**config.mk**
```make
export PLATFORM = sky130hd
export DESIGN_NAME = uart_transmitter_flat
export DESIGN_NICKNAME = d
export VERILOG_FILES = /design/src/rtl/uart_pkg.sv /design/src/rtl/uart_transmitter_if.sv /design/src/rtl/uart_tx_fifo.sv /design/src/rtl/uart_transmitter.sv /design/src/flat_wrapper.sv
export SDC_FILE = /design/constraint.sdc
export NUM_CORES = 1
export LEC_CHECK = 0
export ABC_CLOCK_PERIOD_IN_PS = 1950
export CAP_MARGIN = 40
export CORE_AREA = 2 2 64 66
export CTS_CLUSTER_DIAMETER = 200
export DETAILED_ROUTE_END_ITERATION = 6
export DIE_AREA = 0 0 66 68
export PLACE_DENSITY_LB_ADDON = 0.12
export REMOVE_ABC_BUFFERS = 1
export SETUP_SLACK_MARGIN = 0.15
export SLEW_MARGIN = 20
export SYNTH_ARGS = -nofsm -noshare
export SYNTH_HDL_FRONTEND = slang
export SYNTH_SLANG_ARGS = --single-unit
```
**constraint.sdc**
```tcl
create_clock -name clk -period 1.95 [get_ports clk]
set_clock_uncertainty 0.1 [all_clocks]
set_input_delay 0.39 -clock clk [delete_from_list [all_inputs] [get_ports clk]]
set_output_delay 0.39 -clock clk [all_outputs]
set_load 0.01 [all_outputs]
```
**src/rtl/uart_pkg.sv**
```systemverilog
// Shared UART settings and transmitter state encodings (8N1, LSB first).
package uart_pkg;

  localparam int unsigned CLK_HZ        = 50_000_000;
  localparam int unsigned BAUD          = 115_200;
  localparam int unsigned BAUD_DIV_DFLT = CLK_HZ / BAUD;  // 434 clk cycles per bit
  localparam int unsigned DATA_BITS     = 8;

  typedef enum logic [2:0] {
    IDLE  = 3'd0,
    START = 3'd1,
    DATA  = 3'd2,
    STOP  = 3'd3
  } tx_state_e;

endpackage

```
**src/rtl/uart_transmitter_if.sv**
```systemverilog
// Byte handshake between game logic (master) and the UART transmitter (slave).
interface uart_transmitter_if;
  import uart_pkg::*;

  logic [DATA_BITS-1:0] data_in;
  logic                 send;
  logic                 ready;
  logic                 busy;

  modport master (output data_in, output send, input ready, input busy);
  modport slave  (input data_in, input send, output ready, output busy);

endinterface

```
**src/rtl/uart_tx_fifo.sv**
```systemverilog
// Synchronous FIFO for the optional TX queue; pointers carry one extra wrap bit
// so full and empty are distinguished without a separate count.
module uart_tx_fifo #(
  parameter int unsigned DEPTH = 4,
  parameter int unsigned WIDTH = 8
) (
  input  logic             clk,
  input  logic             rst_n,
  input  logic             push,
  input  logic [WIDTH-1:0] din,
  input  logic             pop,
  output logic [WIDTH-1:0] dout,
  output logic             full,
  output logic             empty
);

  localparam int unsigned AW = $clog2(DEPTH);

  logic [AW:0]      wr_ptr;
  logic [AW:0]      rd_ptr;
  logic [WIDTH-1:0] mem [DEPTH];
  logic             do_push;
  logic             do_pop;

  assign empty   = (wr_ptr == rd_ptr);
  assign full    = (wr_ptr[AW] != rd_ptr[AW]) && (wr_ptr[AW-1:0] == rd_ptr[AW-1:0]);
  assign do_pop  = pop && !empty;
  // A pop in the same cycle frees the slot, so a push into a full FIFO is still honoured.
  assign do_push = push && (!full || do_pop);
  assign dout    = mem[rd_ptr[AW-1:0]];

  // Pointer update; reset empties the FIFO.
  always_ff @(posedge clk or negedge rst_n) begin
    if (!rst_n) begin
      wr_ptr <= '0;
      rd_ptr <= '0;
    end else begin
      if (do_push) wr_ptr <= wr_ptr + 1'b1;
      if (do_pop)  rd_ptr <= rd_ptr + 1'b1;
    end
  end

  // Storage write; contents need no reset since empty masks them.
  always_ff @(posedge clk) begin
    if (do_push) mem[wr_ptr[AW-1:0]] <= din;
  end

endmodule

```
**src/rtl/uart_transmitter.sv**
```systemverilog
// UART transmitter, 8N1, LSB first. Optional TX FIFO enabled by defining
// UART_TX_FIFO_EN; without it the shifter accepts a byte only while idle.
module uart_transmitter
  import uart_pkg::*;
#(
  parameter int unsigned BAUD_DIV   = BAUD_DIV_DFLT,
  parameter int unsigned FIFO_DEPTH = 4
) (
  input  logic                clk,
  input  logic                rst_n,
  uart_transmitter_if.slave   bus,
  output logic                tx
);

  localparam int unsigned CNT_W = $clog2(BAUD_DIV);
  localparam logic [CNT_W-1:0] CNT_LAST = CNT_W'(BAUD_DIV - 1);
  localparam logic [2:0]       IDX_LAST = 3'(DATA_BITS - 1);

  if (BAUD_DIV < 2) begin : g_bad_baud
    $error("BAUD_DIV must be at least 2");
  end
  if (FIFO_DEPTH < 2 || (FIFO_DEPTH & (FIFO_DEPTH - 1)) != 0) begin : g_bad_depth
    $error("FIFO_DEPTH must be a power of two and at least 2");
  end

  tx_state_e            state;
  logic [CNT_W-1:0]     baud_cnt;
  logic [2:0]           bit_idx;
  logic [DATA_BITS-1:0] shift;
  logic                 bit_done;
  logic                 load;
  logic [DATA_BITS-1:0] load_data;

  assign bit_done = (baud_cnt == CNT_LAST);

`ifdef UART_TX_FIFO_EN
  logic                 fifo_full;
  logic                 fifo_empty;
  logic                 fifo_push;
  logic [DATA_BITS-1:0] fifo_dout;

  // Every byte goes through the FIFO; the shifter pops when idle or at the end of STOP.
  assign fifo_push = bus.send && !fifo_full;
  assign load      = !fifo_empty && ((state == IDLE) || ((state == STOP) && bit_done));
  assign load_data = fifo_dout;
  assign bus.ready = !fifo_full;
  assign bus.busy  = (state != IDLE) || !fifo_empty;

  uart_tx_fifo #(
    .DEPTH (FIFO_DEPTH),
    .WIDTH (DATA_BITS)
  ) u_fifo (
    .clk   (clk),
    .rst_n (rst_n),
    .push  (fifo_push),
    .din   (bus.data_in),
    .pop   (load),
    .dout  (fifo_dout),
    .full  (fifo_full),
    .empty (fifo_empty)
  );
`else
  assign load      = bus.send && (state == IDLE);
  assign load_data = bus.data_in;
  assign bus.ready = (state == IDLE);
  assign bus.busy  = (state != IDLE);
`endif

  // Frame sequencer: start bit, 8 data bits LSB first, stop bit; tx is registered.
  always_ff @(posedge clk or negedge rst_n) begin
    if (!rst_n) begin
      state    <= IDLE;
      baud_cnt <= '0;
      bit_idx  <= '0;
      shift    <= '0;
      tx       <= 1'b1;
    end else begin
      case (state)
        IDLE: begin
          tx <= 1'b1;
          if (load) begin
            shift    <= load_data;
            baud_cnt <= '0;
            bit_idx  <= '0;
            tx       <= 1'b0;
            state    <= START;
          end
        end
        START: begin
          if (bit_done) begin
            baud_cnt <= '0;
            tx       <= shift[0];
            state    <= DATA;
          end else begin
            baud_cnt <= baud_cnt + 1'b1;
          end
        end
        DATA: begin
          if (bit_done) begin
            baud_cnt <= '0;
            if (bit_idx == IDX_LAST) begin
              tx    <= 1'b1;
              state <= STOP;
            end else begin
              bit_idx <= bit_idx + 1'b1;
              shift   <= shift >> 1;
              tx      <= shift[1];
            end
          end else begin
            baud_cnt <= baud_cnt + 1'b1;
          end
        end
        STOP: begin
          if (bit_done) begin
            baud_cnt <= '0;
            if (load) begin
              shift   <= load_data;
              bit_idx <= '0;
              tx      <= 1'b0;
              state   <= START;
            end else begin
              tx    <= 1'b1;
              state <= IDLE;
            end
          end else begin
            baud_cnt <= baud_cnt + 1'b1;
          end
        end
        default: begin
          tx    <= 1'b1;
          state <= IDLE;
        end
      endcase
    end
  end

endmodule

```
**src/flat_wrapper.sv**
```systemverilog
// flat-port wrapper written by rule: the top's interface ports become plain ports
module uart_transmitter_flat import uart_pkg::*;
#(
  parameter int unsigned BAUD_DIV   = BAUD_DIV_DFLT,
  parameter int unsigned FIFO_DEPTH = 4
)
  (clk, rst_n, tx, bus_data_in, bus_send, bus_ready, bus_busy);
  uart_transmitter_if bus_i ();
  input  logic clk;
  input  logic rst_n;
  output logic tx;
  input wire logic [$bits(bus_i.data_in)-1:0] bus_data_in;
  input wire logic [$bits(bus_i.send)-1:0] bus_send;
  output wire logic [$bits(bus_i.ready)-1:0] bus_ready;
  output wire logic [$bits(bus_i.busy)-1:0] bus_busy;
  assign bus_i.data_in = bus_data_in;
  assign bus_i.send = bus_send;
  assign bus_ready = bus_i.ready;
  assign bus_busy = bus_i.busy;
  uart_transmitter #(.BAUD_DIV(BAUD_DIV), .FIFO_DEPTH(FIFO_DEPTH)) u_core (.clk(clk), .rst_n(rst_n), .bus(bus_i), .tx(tx));
endmodule
```
==> metrics <==
Worst setup SP type=flip-flop; Post-CTS Hold Fix Bufs=0; Highest Signal Layer=met4; post-synth top area cell=dfrtp_1; power per cell area=418 mW/mm2; RR Endpoint=u_core.state[1]$_DFFE_PN0P_; top-count cell post-synth=dfrtp_1; first-pass GRT wire length=4910 um; Post-synth top cells=dfrtp_1, ha_1, nor2_1; # diodes=0; VDD IR-drop max=0.000291 V; clock buffer depth=2; Metal-1 WL=1450 um; Worst EP required=2000 ps; top cells by area, synth=dfrtp_1, ha_1, mux2_4, mux2_2, nor2b_1; first drt pass iteration count=4; Fin. Hold Viols=0; Synth Area in Compound Gates=10.6%; crit-path max FO=6; EDFF count, synth=0; IO Pins=14; Routed Wire Length=3080 um; Worst Setup SP=u_core.baud_cnt[6]$_DFFE_PN0P_; largest net degree at the start of global routing=24; overall routing resource usage=14.5%; Worst Setup Path Type=flip-flop to flip-flop; Fmax achieved=477 MHz; mux contribution to synthesized area=15.4%; YS warnings=0; clk sinks=23; clk_lat worst skew=260 ps; clock transition at the registers of the reported paths=80 ps; adder-cell area share of the yosys netlist=9.60%; initial core utilization=37.2%; die width=66 um; CP peak stage delay=510 ps; syn_area_per_cell=10.9 um2; Buffers on Ports=13; H-tree depth=1; MaxCap Viol Count=0; HPWL Detailed=2260 um; r2r setup slk=-150 ps; Post-Synthesis Cells=131; period utilization=108%; pre-CTS setup slack=-306 ps; critical path capture point type=flip-flop; vias=1,100; area share of the largest cell type after synthesis=38.4%; Final ANT Viol Nets=0; Lkg Pwr=0.945 nW; Die Y-Extent=68 um; Seq/Total Area, Yosys=40.2%; crit path to=u_core.state[1]$_DFFE_PN0P_; CTS buffer count=3; Root Buffer=clkbuf_8; worst min-delay path category=primary input to asynchronous set/reset pin; minimum clock period=2100 ps; initial DRC count=35; initial antenna violation count=0; Post-Synth XOR/XNOR Area=3.05%; DIE AREA=0.00449 mm2; total power draw=0.000815 W; Synth Area in Simple Gates=16.9%; normalized max-slew margin=78.5%; Worst-Margin Slew=318 ps; share of flip-flops with an asynchronous set or reset=100%; RSZ-0062 raised after global routing=yes; final setup margin=-148 ps; Routed wire per std cell=13.7 um; WL met2=1520 um; status=finished, violations left; Core Footprint=0.00386 mm2; layout cells sized above 1=41.4%; TritonCTS clock tree=built; setup violators final=19; critical path data arrival time=2150 ps; largest family of logic cells by synthesized area=simple AND/OR/NAND/NOR gates; Detail Route met3 WL=65 um; Worst R2R Path Depth=4; failing checks=setup timing; most used flip-flop cell after synthesis=dfrtp_1; mapped cell area=0.00143 mm2; Final Util=50.6%; worst hold slack=380 ps; slowest CP cell=or4b_1; Pins Over Slew Limit=0; Area Growth Syn to Fin=36.0%; vias per cell=4.91; Synth Register Bits=23; Netlist cell types=35; num rows=23; CP Cell Sequence=or4b_1 > or3_4 > a211oi_4 > mux2_4; Residual DRC=0; global route overflow=0; vias in the first global route=1,090; Final GP Congestion=0.773; Layout Nets=197; RR Startpoint=u_core.baud_cnt[6]$_DFFE_PN0P_
[flip-flops by register name (all words and copies together) (netlist names)]
register,count
u_core.state,2
u_core.tx,1
u_core.baud_cnt,9
u_core.bit_idx,3
u_core.shift,8
[cells by family after synthesis]
group | Yosys count
flip-flops | 23
XOR/XNOR | 5
adder cells (fa/ha/maj) | 11
multiplexers | 17
buffers and inverters | 12
AO/OA/AOI/OAI | 20
AND/OR/NAND/NOR | 43
[how the worst min path moves through the flow]
stage | start | to | slack [ps] | cells after the start
2_1_floorplan | rst_n | u_core.baud_cnt[0]$_DFFE_PN0P_ | -6 | 0
3_3_place_gp | u_core.shift[2]$_DFFE_PN0P_ | u_core.shift[2]$_DFFE_PN0P_ | 390 | 1
3_5_place_dp | u_core.shift[2]$_DFFE_PN0P_ | u_core.shift[2]$_DFFE_PN0P_ | 390 | 1
4_1_cts | rst_n | u_core.baud_cnt[0]$_DFFE_PN0P_ | 390 | 2
5_1_grt | rst_n | u_core.baud_cnt[1]$_DFFE_PN0P_ | 400 | 2
6_report | rst_n | u_core.baud_cnt[1]$_DFFE_PN0P_ | 380 | 2
[where the power goes]
group          leakage [nW]  internal (W)  switching [W]
registers             0.292      0.000477              0
clock network        0.0228      0.000146       0.000152
logic                 0.630     0.0000259      0.0000154
[layer usage]
| layer | up-vias | GRT usage [%] |
|---|---|---|
| li1 | 555 | - |
| met1 | 530 | 16.5 |
| met2 | 11 | 27.1 |
| met3 | 4 | 2.80 |
| met4 | 0 | 4.85 |
| met5 | - | 0 |
[cell usage in the layout (no fill, tap or decap), types with 2 or more instances in the layout]
master and n:
a21oi_1 4, a221o_1 2, and2_1 3, and3_4 2, buf_4 30, buf_6 2
clkbuf_8 3, clkdlybuf4s50_1 10, dfrtp_1 22, ha_1 10, inv_1 4, inv_2 2
mux2_2 7, mux2_4 10, nand2_1 3, nand3_1 3, nand4_1 2, nor2_1 10
nor2b_1 6, nor4_1 3, nor4b_1 2, o21ai_0 2, o2bb2ai_1 2, or2_2 2
xnor2_1 5
[layout make-up]
cell class              instances  area, um2
clock buffers                   4       45.0
fillers                       351       1910
inverters                       6       22.5
multi-input cells              96        877
flip-flops and latches         23        577
well taps                      50       62.6
repair buffers                 45        367
[critical path: cells and delay by family, from the launching register on]
kind / cells / cell delay, ps
and+or+nand+nor: 2 / 910
muxes: 1 / 340
DFF: 1 / 380
AOI/OAI and AO/OA: 1 / 270
[through the flow]
stage	instance area, um2	setup TNS (ps)	instances
after floorplan	1400	-2880	125
after global placement	1810	-3660	217
after detailed placement	1810	-4340	217
after CTS	1920	-2150	222
after global routing	1950	-2990	224
final	1950	-2020	224
[what timing repair did]
action	in CTS	in global routing
pin swaps	4	0
resized for setup	23	6
setup endpoints to repair	26	24
buffers inserted	1	2
Note: power is estimated with default switching activity, not from simulation.
